==> src/rtl/result_bcd_pkg.sv <==
// Shared definitions for the binary-to-BCD display converter: FSM encoding and
// the decimal digit-count helper used to size-check the BCD output.
package result_bcd_pkg;

  typedef enum logic {
    S_IDLE    = 1'b0,
    S_CONVERT = 1'b1
  } state_t;

  // Number of decimal digits needed to show the largest w-bit unsigned value.
  function automatic int digits_needed(input int w);
    longint max_val;
    int     n;
    max_val = (longint'(1) << w) - 1;
    n       = 1;
    max_val = max_val / 10;
    while (max_val > 0) begin
      n       = n + 1;
      max_val = max_val / 10;
    end
    return n;
  endfunction

endpackage

==> src/rtl/result_bcd_converter_adjust.sv <==
// Double-dabble digit correction: a BCD nibble of 5 or more gets +3 so that
// the following left shift carries correctly into the next decimal digit.
module bcd_adjust_digit (
  input  logic [3:0] digit_in,
  output logic [3:0] digit_out
);

  assign digit_out = (digit_in >= 4'd5) ? (digit_in + 4'd3) : digit_in;

endmodule

==> src/rtl/result_bcd_converter.sv <==
// Sequential double-dabble converter: turns the evaluator's unsigned result into
// packed BCD digits for the hex_decoder displays, one shift per clock.
module result_bcd_converter
  import result_bcd_pkg::*;
#(
  parameter int W      = 8,
  parameter int DIGITS = 3,
  parameter int AUTO   = 0
) (
  input  logic                  clk,
  input  logic                  reset,
  input  logic                  start,
  input  logic [W-1:0]          bin_in,
  output logic                  busy,
  output logic                  done,
  output logic [4*DIGITS-1:0]   bcd_out
);

  localparam int BCD_W = 4 * DIGITS;
  localparam int CNT_W = (W > 1) ? $clog2(W) : 1;

  if (DIGITS < digits_needed(W)) begin : g_digits_check
    $error("result_bcd_converter: DIGITS too small to represent 2^W-1");
  end

  state_t             state, state_nxt;
  logic [W-1:0]       shift_reg;
  logic [W-1:0]       last_val;
  logic [BCD_W-1:0]   scratch;
  logic [BCD_W-1:0]   scratch_adj;
  logic [BCD_W-1:0]   scratch_shf;
  logic [CNT_W-1:0]   count;
  logic               trigger;
  logic               last_step;

  for (genvar g = 0; g < DIGITS; g++) begin : g_adjust
    bcd_adjust_digit u_adjust (
      .digit_in  (scratch[4*g +: 4]),
      .digit_out (scratch_adj[4*g +: 4])
    );
  end

  // The bit shifted out of the top nibble is always 0 given the DIGITS check.
  assign scratch_shf = {scratch_adj[BCD_W-2:0], shift_reg[W-1]};
  assign last_step   = (count == CNT_W'(W - 1));

  always_comb begin
    state_nxt = state;
    trigger   = 1'b0;
    case (state)
      S_IDLE: begin
        trigger = start | ((AUTO != 0) && (bin_in != last_val));
        if (trigger) state_nxt = S_CONVERT;
      end
      S_CONVERT: begin
        if (last_step) state_nxt = S_IDLE;
      end
      default: state_nxt = S_IDLE;
    endcase
  end

  always_ff @(posedge clk or posedge reset) begin
    if (reset) begin
      state <= S_IDLE;
      busy  <= 1'b0;
      done  <= 1'b0;
    end else begin
      state <= state_nxt;
      busy  <= (state_nxt == S_CONVERT);
      done  <= (state == S_CONVERT) && last_step;
    end
  end

  always_ff @(posedge clk or posedge reset) begin
    if (reset) begin
      shift_reg <= '0;
      last_val  <= '0;
      scratch   <= '0;
      count     <= '0;
      bcd_out   <= '0;
    end else if ((state == S_IDLE) && trigger) begin
      shift_reg <= bin_in;
      last_val  <= bin_in;
      scratch   <= '0;
      count     <= '0;
    end else if (state == S_CONVERT) begin
      scratch   <= scratch_shf;
      shift_reg <= shift_reg << 1;
      count     <= last_step ? '0 : (count + CNT_W'(1));
      if (last_step) bcd_out <= scratch_shf;
    end
  end

endmodule
==> config.mk <==
export PLATFORM = sky130hd
export DESIGN_NAME = result_bcd_converter
export DESIGN_NICKNAME = d
export VERILOG_FILES = /design/src/rtl/result_bcd_pkg.sv /design/src/rtl/result_bcd_converter_adjust.sv /design/src/rtl/result_bcd_converter.sv
export SDC_FILE = /design/constraint.sdc
export NUM_CORES = 1
export LEC_CHECK = 0
export CORE_AREA = 10 10 69 71
export CTS_CLUSTER_DIAMETER = 40
export CTS_CLUSTER_SIZE = 24
export DETAILED_ROUTE_END_ITERATION = 8
export DIE_AREA = 0 0 79 81
export PLACE_DENSITY = 0.81
export SYNTH_ARGS = -nofsm -noshare
export SYNTH_HDL_FRONTEND = slang
export SYNTH_SLANG_ARGS = --single-unit
==> constraint.sdc <==
create_clock -name clk -period 3.4 [get_ports clk]
set_input_delay 0.34 -clock clk [delete_from_list [all_inputs] [get_ports clk]]
set_output_delay 0.34 -clock clk [all_outputs]
set_load 0.02 [all_outputs]
After elaboration in Yosys (flattened, before gate mapping). Cells that the tools add are included.

Logic and storage cells: 34. Output and inout bits: 14. Input bits: 11. Register bits: 37.

Muxes and demuxes: 14. Reduce and logical (&&, ||, !) cells: 4. Add/subtract/negate cells: 4. Bitwise operators: 2. Equality and inequality tests: 1. Magnitude comparators: 3.

Operators by type and width (count): two-way mux 12 bit (2); two-way mux 8 bit (2); greater-or-equal comparator 4 x 3 -> 1 bit (second input constant) (3); two-way mux 3 bit (4); adder 4 x 2 -> 4 bit (second input constant) (2); two-way mux 4 bit (2); adder 3 x 1 -> 3 bit (second input constant) (1); adder 3 x 2 -> 3 bit (second input constant) (1); == test 3 bit (second input constant) (1); two-way mux 1 bit (3); AND reduction 3 bit (1); logical AND 1 bit (2); inverter 1 bit (2); case mux 1 bit (2 select lines) (1); nonzero test 2 bit (1).

Depth between registers and ports, before layout. Gate-level depths: netlist of run 1.

Depth after elaboration: 4. Gate-level depth with buffers: 7. Mapped depth without buffers: 6.

Cells and area by module. A second synthesis of run 1 with hierarchy kept.

Cells, all modules: 169. Area total of the unflattened synthesis: 1841.8 um^2.

Modules (own cells, without submodules): result_bcd_converter (area each 1537.7 um^2, cells each 121, times used 1, sequential area each 925.9 um^2); bcd_adjust_digit (area each 101.3 um^2, cells each 16, times used 3, sequential area each 0.0 um^2).

Least setup slack after synthesis of run 1. No wires, ideal clock.

Path kind: register to register. From: register scratch[4]. To: register bcd_out[8]. Stages on the path, launching flop included: 6. Path buffers: 0. Clock period less this slack: 1.431 ns. Setup slack: 1.969 ns. Arrival: 1.362 ns. Required time: 3.331 ns. Setup time: 0.069 ns. Cells stage by stage: dfrtp_1 inv_1 ha_1 nor2b_1 or4_1 nand3_1.

Cells in the longest elaborated chain, start to end: 2. Elaborated cells between the ends (all ways): 3. Classes of those cells: add/sub: 1; order compare: 1; mux: 1.

RTL lines: from (decl) (RTL line result_bcd_converter.sv:29) `logic [BCD_W-1:0] scratch;`; from (signal assigned) (RTL line result_bcd_converter.sv:87) `scratch <= scratch_shf;`; adder 4 x 2 -> 4 bit or greater-or-equal comparator 4 x 3 -> 1 bit (tied branches) (RTL line result_bcd_converter_adjust.sv:8) `assign digit_out = (digit_in >= 4'd5) ? (digit_in + 4'd3) : digit_in;`; two-way mux 4 bit (*) (RTL line result_bcd_converter_adjust.sv:8); to (signal assigned) (RTL line result_bcd_converter.sv:90) `if (last_step) bcd_out <= scratch_shf;`; to (decl) (RTL line result_bcd_converter.sv:16) `output logic [4*DIGITS-1:0] bcd_out`.

Mark *: on every way between the ends. The rest lies on a longest branch, timed or not. A chain may end at the register's enable or synchronous reset.

==> out/qor.csv, run 1 <==
metric;value;unit
status;completed;
combinational share of power;46.0;%
slowest CP cell;clkdlybuf4s50_1;
Area Overhead vs Synth;16.9;%
share of cells above drive strength 1;5.70;%
Buffers on Ports;24;
post-CTS sizing;0;
YS warnings;0;
largest cells by area after synthesis;dfrtp_1, nand2_1, mux2i_1;
ANT nets after route;0;
vias in the first global route;1445;
power share of the sequential group;38.6;%
Worst Path Buf+Inv;1;
DIE HEIGHT;81;um
static leakage;0.995;nW
Post-Route WL;3820;um
DR pass1 iterations;4;
critical path arrival;1560;ps
CP Cell Sequence;clkdlybuf4s50_1;
clock tree root buffer cell;clkbuf_4;
DR vias;1560;
top_reg_cell synth;dfrtp_1;
P_int;0.00124;W
TritonCTS clock tree;built;
clk sinks;37;
Synth top area share;47.3;%
post-route cell area;2290;um^2
DP Area;2200;um^2
hold crit path type;in2async;
first-pass GRT wire length;6580;um
Ant. Diodes;0;
crit path kind;reg2out;
largest net degree at the start of global routing;38;
f_max;526;MHz
Max Slew Vio Count;0;
switching share of power;41.3;%
TritonCTS buffer count;5;
Setup Total Neg Slack;0;ps
dpl hpwl;2660;um
crit-path leading delay family;buffers and inverters;
Clk Latency, worst-skew pair;350;ps
Clock power frac;15.4;%
period utilization;55.9;%
num rows;22;
Fin Clk Skew;11.9;ps
die span in x;79;um
H-tree level count;2;
Syn Inst Count;208;
pwr dens;926;nW/um^2
most common cell in the netlist;dfrtp_1;
Post-Syn Area;1960;um^2
DR WL/cell;13.8;um
crit end category;output port;
worst relative slew slack;46.8;%
syn_nets;227;
cell taking the most area after synthesis;dfrtp_1;
max cap viols;0;
cts hold-fix bufs;0;
I/O pin count;25;
DR iter-0 viols;169;
sequential fraction of the synthesis area;47.3;%
die area;6400;um^2
Core Footprint;3520;um^2
Net Sw Power;0.000875;W
EDFF count, synth;0;
Design Power;0.00212;W
register clock-pin slew on the reported worst setup and hold paths;120;ps
count of final setup violators;0;
RePlAce Congestion;0.853;
asr flop ratio synth;100;%
peak supply drop;0.000423;V
GRT Overall Usage;12.5;%
vias per cell;5.65;
antenna violations before repair;0;
Initial Utilization;55.6;%
clock buffer depth;2;
remaining routing DRC violations;0;
post-synthesis register bit count;37;
most common library cells after synthesis;dfrtp_1, nand2_1, o21ai_0;
Yosys cell types;32;
CP Data Required Time;3060;ps
worst-margin pin slew;796;ps
fin nets;246;
minimum period implied by the final worst setup slack;1900;ps
syn_area_per_cell;9.41;um^2
Crit Path Max Fanout;12;
final hold violations;0;
Remaining Overflow, GRT;0;
nature of the critical path startpoint;register;
RSZ-0062 raised after global routing;no;
Post-CTS Setup Bufs;0;
critical path's largest stage delay;680;ps
layout by cell type (no fill, tap or decap), types with 2 or more instances in the layout:
cell type         n
nor4_1            2
clkdlybuf4s50_1  24
o311ai_0          2
a31oi_1           3
o21ai_0          14
a211o_1           6
mux2i_1          11
nor2b_1           5
a21oi_1           7
o22ai_1           3
nand4_1           4
nand2b_1          7
a311o_1           2
dfrtp_1          37
nor3b_1           4
nand3_1           8
inv_1            12
nand2_1          32
nor2_1            9
o31ai_1           6
ha_1              8
buf_4             2
or4_1             2
clkbuf_4          5
nor3_1            2
a211oi_1          3
worst paths after layout:
| kind | startpoint | end | slack, ps | cells past startpoint |
|---|---|---|---|---|
| setup / recovery | state | busy | 1500 | 1 |
| min in group clk | bcd_out[4] | bcd_out[4] | 490 | 2 |
| max in group asynchronous | reset | bcd_out[7] | 2690 | 3 |
| hold / removal | reset | bcd_out[2] | 380 | 3 |
| setup reg to reg | state | bcd_out[5] | 1600 | 5 |
| hold reg to reg | bcd_out[4] | bcd_out[4] | 490 | 2 |
cells by family (layout without fill, tap and decap cells):
kind of cell | Yosys count | in the layout | synth area share (%)
buffers and inverters | 27 | 47 | 6.26
adders and majority gates | 8 | 8 | 5.11
muxes | 11 | 11 | 5.62
AOI/OAI and AO/OA | 49 | 49 | 16.7
DFF | 37 | 37 | 47.3
and+or+nand+nor | 76 | 76 | 19.0
stage by stage:
stage               worst slack, ps  hold slack (ps)  util [%]  std cells
detailed placement             1320              466      62.4        268
finish                         1500              378      65.0        276
floorplan                      1970              449         -        208
global route                   1390              429      65.0        276
CTS                            1480              390      65.0        276
global placement               1390              460      62.4        268
power by group through the flow:
stage	registers [W]	logic (W)	clock network [W]
after floorplan	0.000834	0.000679	0
after global placement	0.000822	0.000958	0
after detailed placement	0.000826	0.000985	0
after CTS	0.000818	0.000987	0.000334
after global routing	0.000852	0.00111	0.000351
final	0.000818	0.000974	0.000327
tightest hold or removal path, stage by stage:
cell             delay, ps
clkdlybuf4s50_1        390
inv_1                   50
buf_4                  400
area by class of cell:
type / instances / area (um^2)
flip-flops and latches: 37 / 926
repair buffers: 26 / 255
inverters: 13 / 48.8
clock inverters: 2 / 37.5
well taps: 48 / 60.1
multi-input cells: 144 / 910
clock buffers: 6 / 51.3
fillers: 331 / 1230
metal layers:
| layer | global-route usage, % | part of all wire (%) | vias to the layer above |
|---|---|---|---|
| met1 | 15.4 | 48 | 731 |
| met2 | 19.9 | 45 | 38 |
| met4 | 3.94 | 1.4 | 0 |
| met5 | 0 | 0 | - |
| li1 | - | - | 785 |
| met3 | 4.86 | 5.3 | 6 |
Power figures use the tool's default switching activity.
==> run 2, diff against run 1 <==
--- a/config.mk
+++ b/config.mk
@@ -5,12 +5,12 @@
 export SDC_FILE = /design/constraint.sdc
 export NUM_CORES = 1
 export LEC_CHECK = 0
-export CORE_AREA = 10 10 69 71
+export CORE_AREA = 10 10 75 77
 export CTS_CLUSTER_DIAMETER = 40
 export CTS_CLUSTER_SIZE = 24
 export DETAILED_ROUTE_END_ITERATION = 8
-export DIE_AREA = 0 0 79 81
-export PLACE_DENSITY = 0.81
+export DIE_AREA = 0 0 85 87
+export PLACE_DENSITY = 0.71
 export SYNTH_ARGS = -nofsm -noshare
 export SYNTH_HDL_FRONTEND = slang
 export SYNTH_SLANG_ARGS = --single-unit
==> constraint.sdc (replaced) <==
create_clock -name clk -period 1.7 [get_ports clk]
set_input_delay 0.17 -clock clk [delete_from_list [all_inputs] [get_ports clk]]
set_output_delay 0.17 -clock clk [all_outputs]
set_load 0.02 [all_outputs]
==> out/qor.csv, run 2 (synthesis gave the netlist of run 1 again) <==
metric;value;unit
critical path's largest stage delay;660;ps
worst-margin pin slew;474;ps
cts hold-fix bufs;0;
Core Footprint;4230;um^2
vias per cell;5.57;
RePlAce Congestion;0.864;
num rows;24;
f_max;618;MHz
Worst Path Buf+Inv;1;
die area;7400;um^2
minimum period implied by the final worst setup slack;1620;ps
Post-CTS Setup Bufs;0;
final hold violations;0;
Area Overhead vs Synth;21.6;%
CP Cell Sequence;clkdlybuf4s50_1;
worst relative slew slack;68.4;%
H-tree level count;2;
TritonCTS clock tree;built;
antenna violations before repair;0;
DR iter-0 viols;109;
DR pass1 iterations;4;
crit path kind;reg2out;
Fin Clk Skew;5.96;ps
clock tree root buffer cell;clkbuf_8;
I/O pin count;25;
Post-Route WL;4300;um
critical path arrival;1450;ps
CP Data Required Time;1530;ps
clock buffer depth;2;
Setup Total Neg Slack;0;ps
static leakage;1.05;nW
smallest hold slack;287;ps
Clk Latency, worst-skew pair;300;ps
fin nets;256;
register clock-pin slew on the reported worst setup and hold paths;80;ps
nature of the critical path startpoint;register;
ANT nets after route;0;
dpl hpwl;3060;um
clk sinks;37;
count of final setup violators;0;
DIE HEIGHT;87;um
RSZ-0062 raised after global routing;no;
status;completed;
commonest non-fill, non-tap cell in the layout;dfrtp_1;
hold crit path type;in2async;
Ant. Diodes;0;
max cap viols;0;
GRT Overall Usage;12.0;%
TritonCTS buffer count;5;
final core utilization;56.2;%
Max Slew Vio Count;0;
crit end category;output port;
vias in the first global route;1621;
share of cells above drive strength 1;9.66;%
slowest CP cell;clkdlybuf4s50_1;
remaining routing DRC violations;0;
period utilization;95.2;%
die span in x;85;um
pwr dens;1860;nW/um^2
crit-path leading delay family;buffers and inverters;
largest net degree at the start of global routing;38;
Buffers on Ports;24;
DR vias;1615;
post-CTS sizing;0;
Remaining Overflow, GRT;0;
Crit Path Max Fanout;6;
peak supply drop;0.000786;V
most frequent cells in the layout;dfrtp_1, nand2_1, clkdlybuf4s50_1;
DR WL/cell;14.8;um
first-pass GRT wire length;7310;um
Initial Utilization;46.2;%
==> run 2: changes by cell type in the layout (fill, tap and decap cells not counted), sizes merged <==
cell      before  now
buf            2   12
bufinv         1    0
clkbuf         6    7
clkinv         0    1
clkinvlp       1    0
==> run 2: power breakdown <==
part           leakage (nW)  switching, W  total [W]  internal [W]
clock                0.0542      0.000323   0.000690      0.000367
combinational         0.536       0.00118    0.00214      0.000962
sequential            0.463      0.000322    0.00160       0.00127
==> run 2: tightest hold or removal path: cells and delay by family <==
kind     cells  cell delay [ps]
buf+inv      3              860
==> run 2: path summary, 6_finish.rpt <==
path,start,end,slack [ps],cells past startpoint
worst min register to register,bcd_out[2],bcd_out[2],480,2
worst max register to register,scratch[0],bcd_out[4],140,5
worst min-delay path,reset,scratch[8],290,3
worst max-delay path,state,busy,80,1
max in group asynchronous,reset,bcd_out[9],1090,3
min in group clk,bcd_out[2],bcd_out[2],480,2
==> run 2: metrics by stage <==
| stage | area [um^2] | worst slack, ps | power (W) | std cells |
|---|---|---|---|---|
| floorplan | 1960 | 269 | 0.00303 | 208 |
| detailed placement | 2280 | 157 | 0.00376 | 282 |
| global route | 2380 | 3.23 | 0.00478 | 290 |
| finish | 2380 | 81.3 | 0.00443 | 290 |
| CTS | 2380 | 63.7 | 0.00447 | 290 |
| global placement | 2280 | 142 | 0.00372 | 282 |
==> run 2: metal layers <==
metal  global-route usage [%]  share of wire (%)  vias up
li1                         -                  -      796
met1                     14.4                 46      774
met2                     19.3                 46       38
met3                     3.84                6.4        7
met4                     4.94                1.3        0
met5                        0                  0        -
==> run 2: area by class of cell <==
cell class	instances	area [um^2]
repair buffers	36	330
multi-input cells	144	910
inverters	13	48.8
clock inverters	1	5.00
well taps	52	65.1
fillers	384	1850
clock buffers	7	96.3
flip-flops and latches	37	926
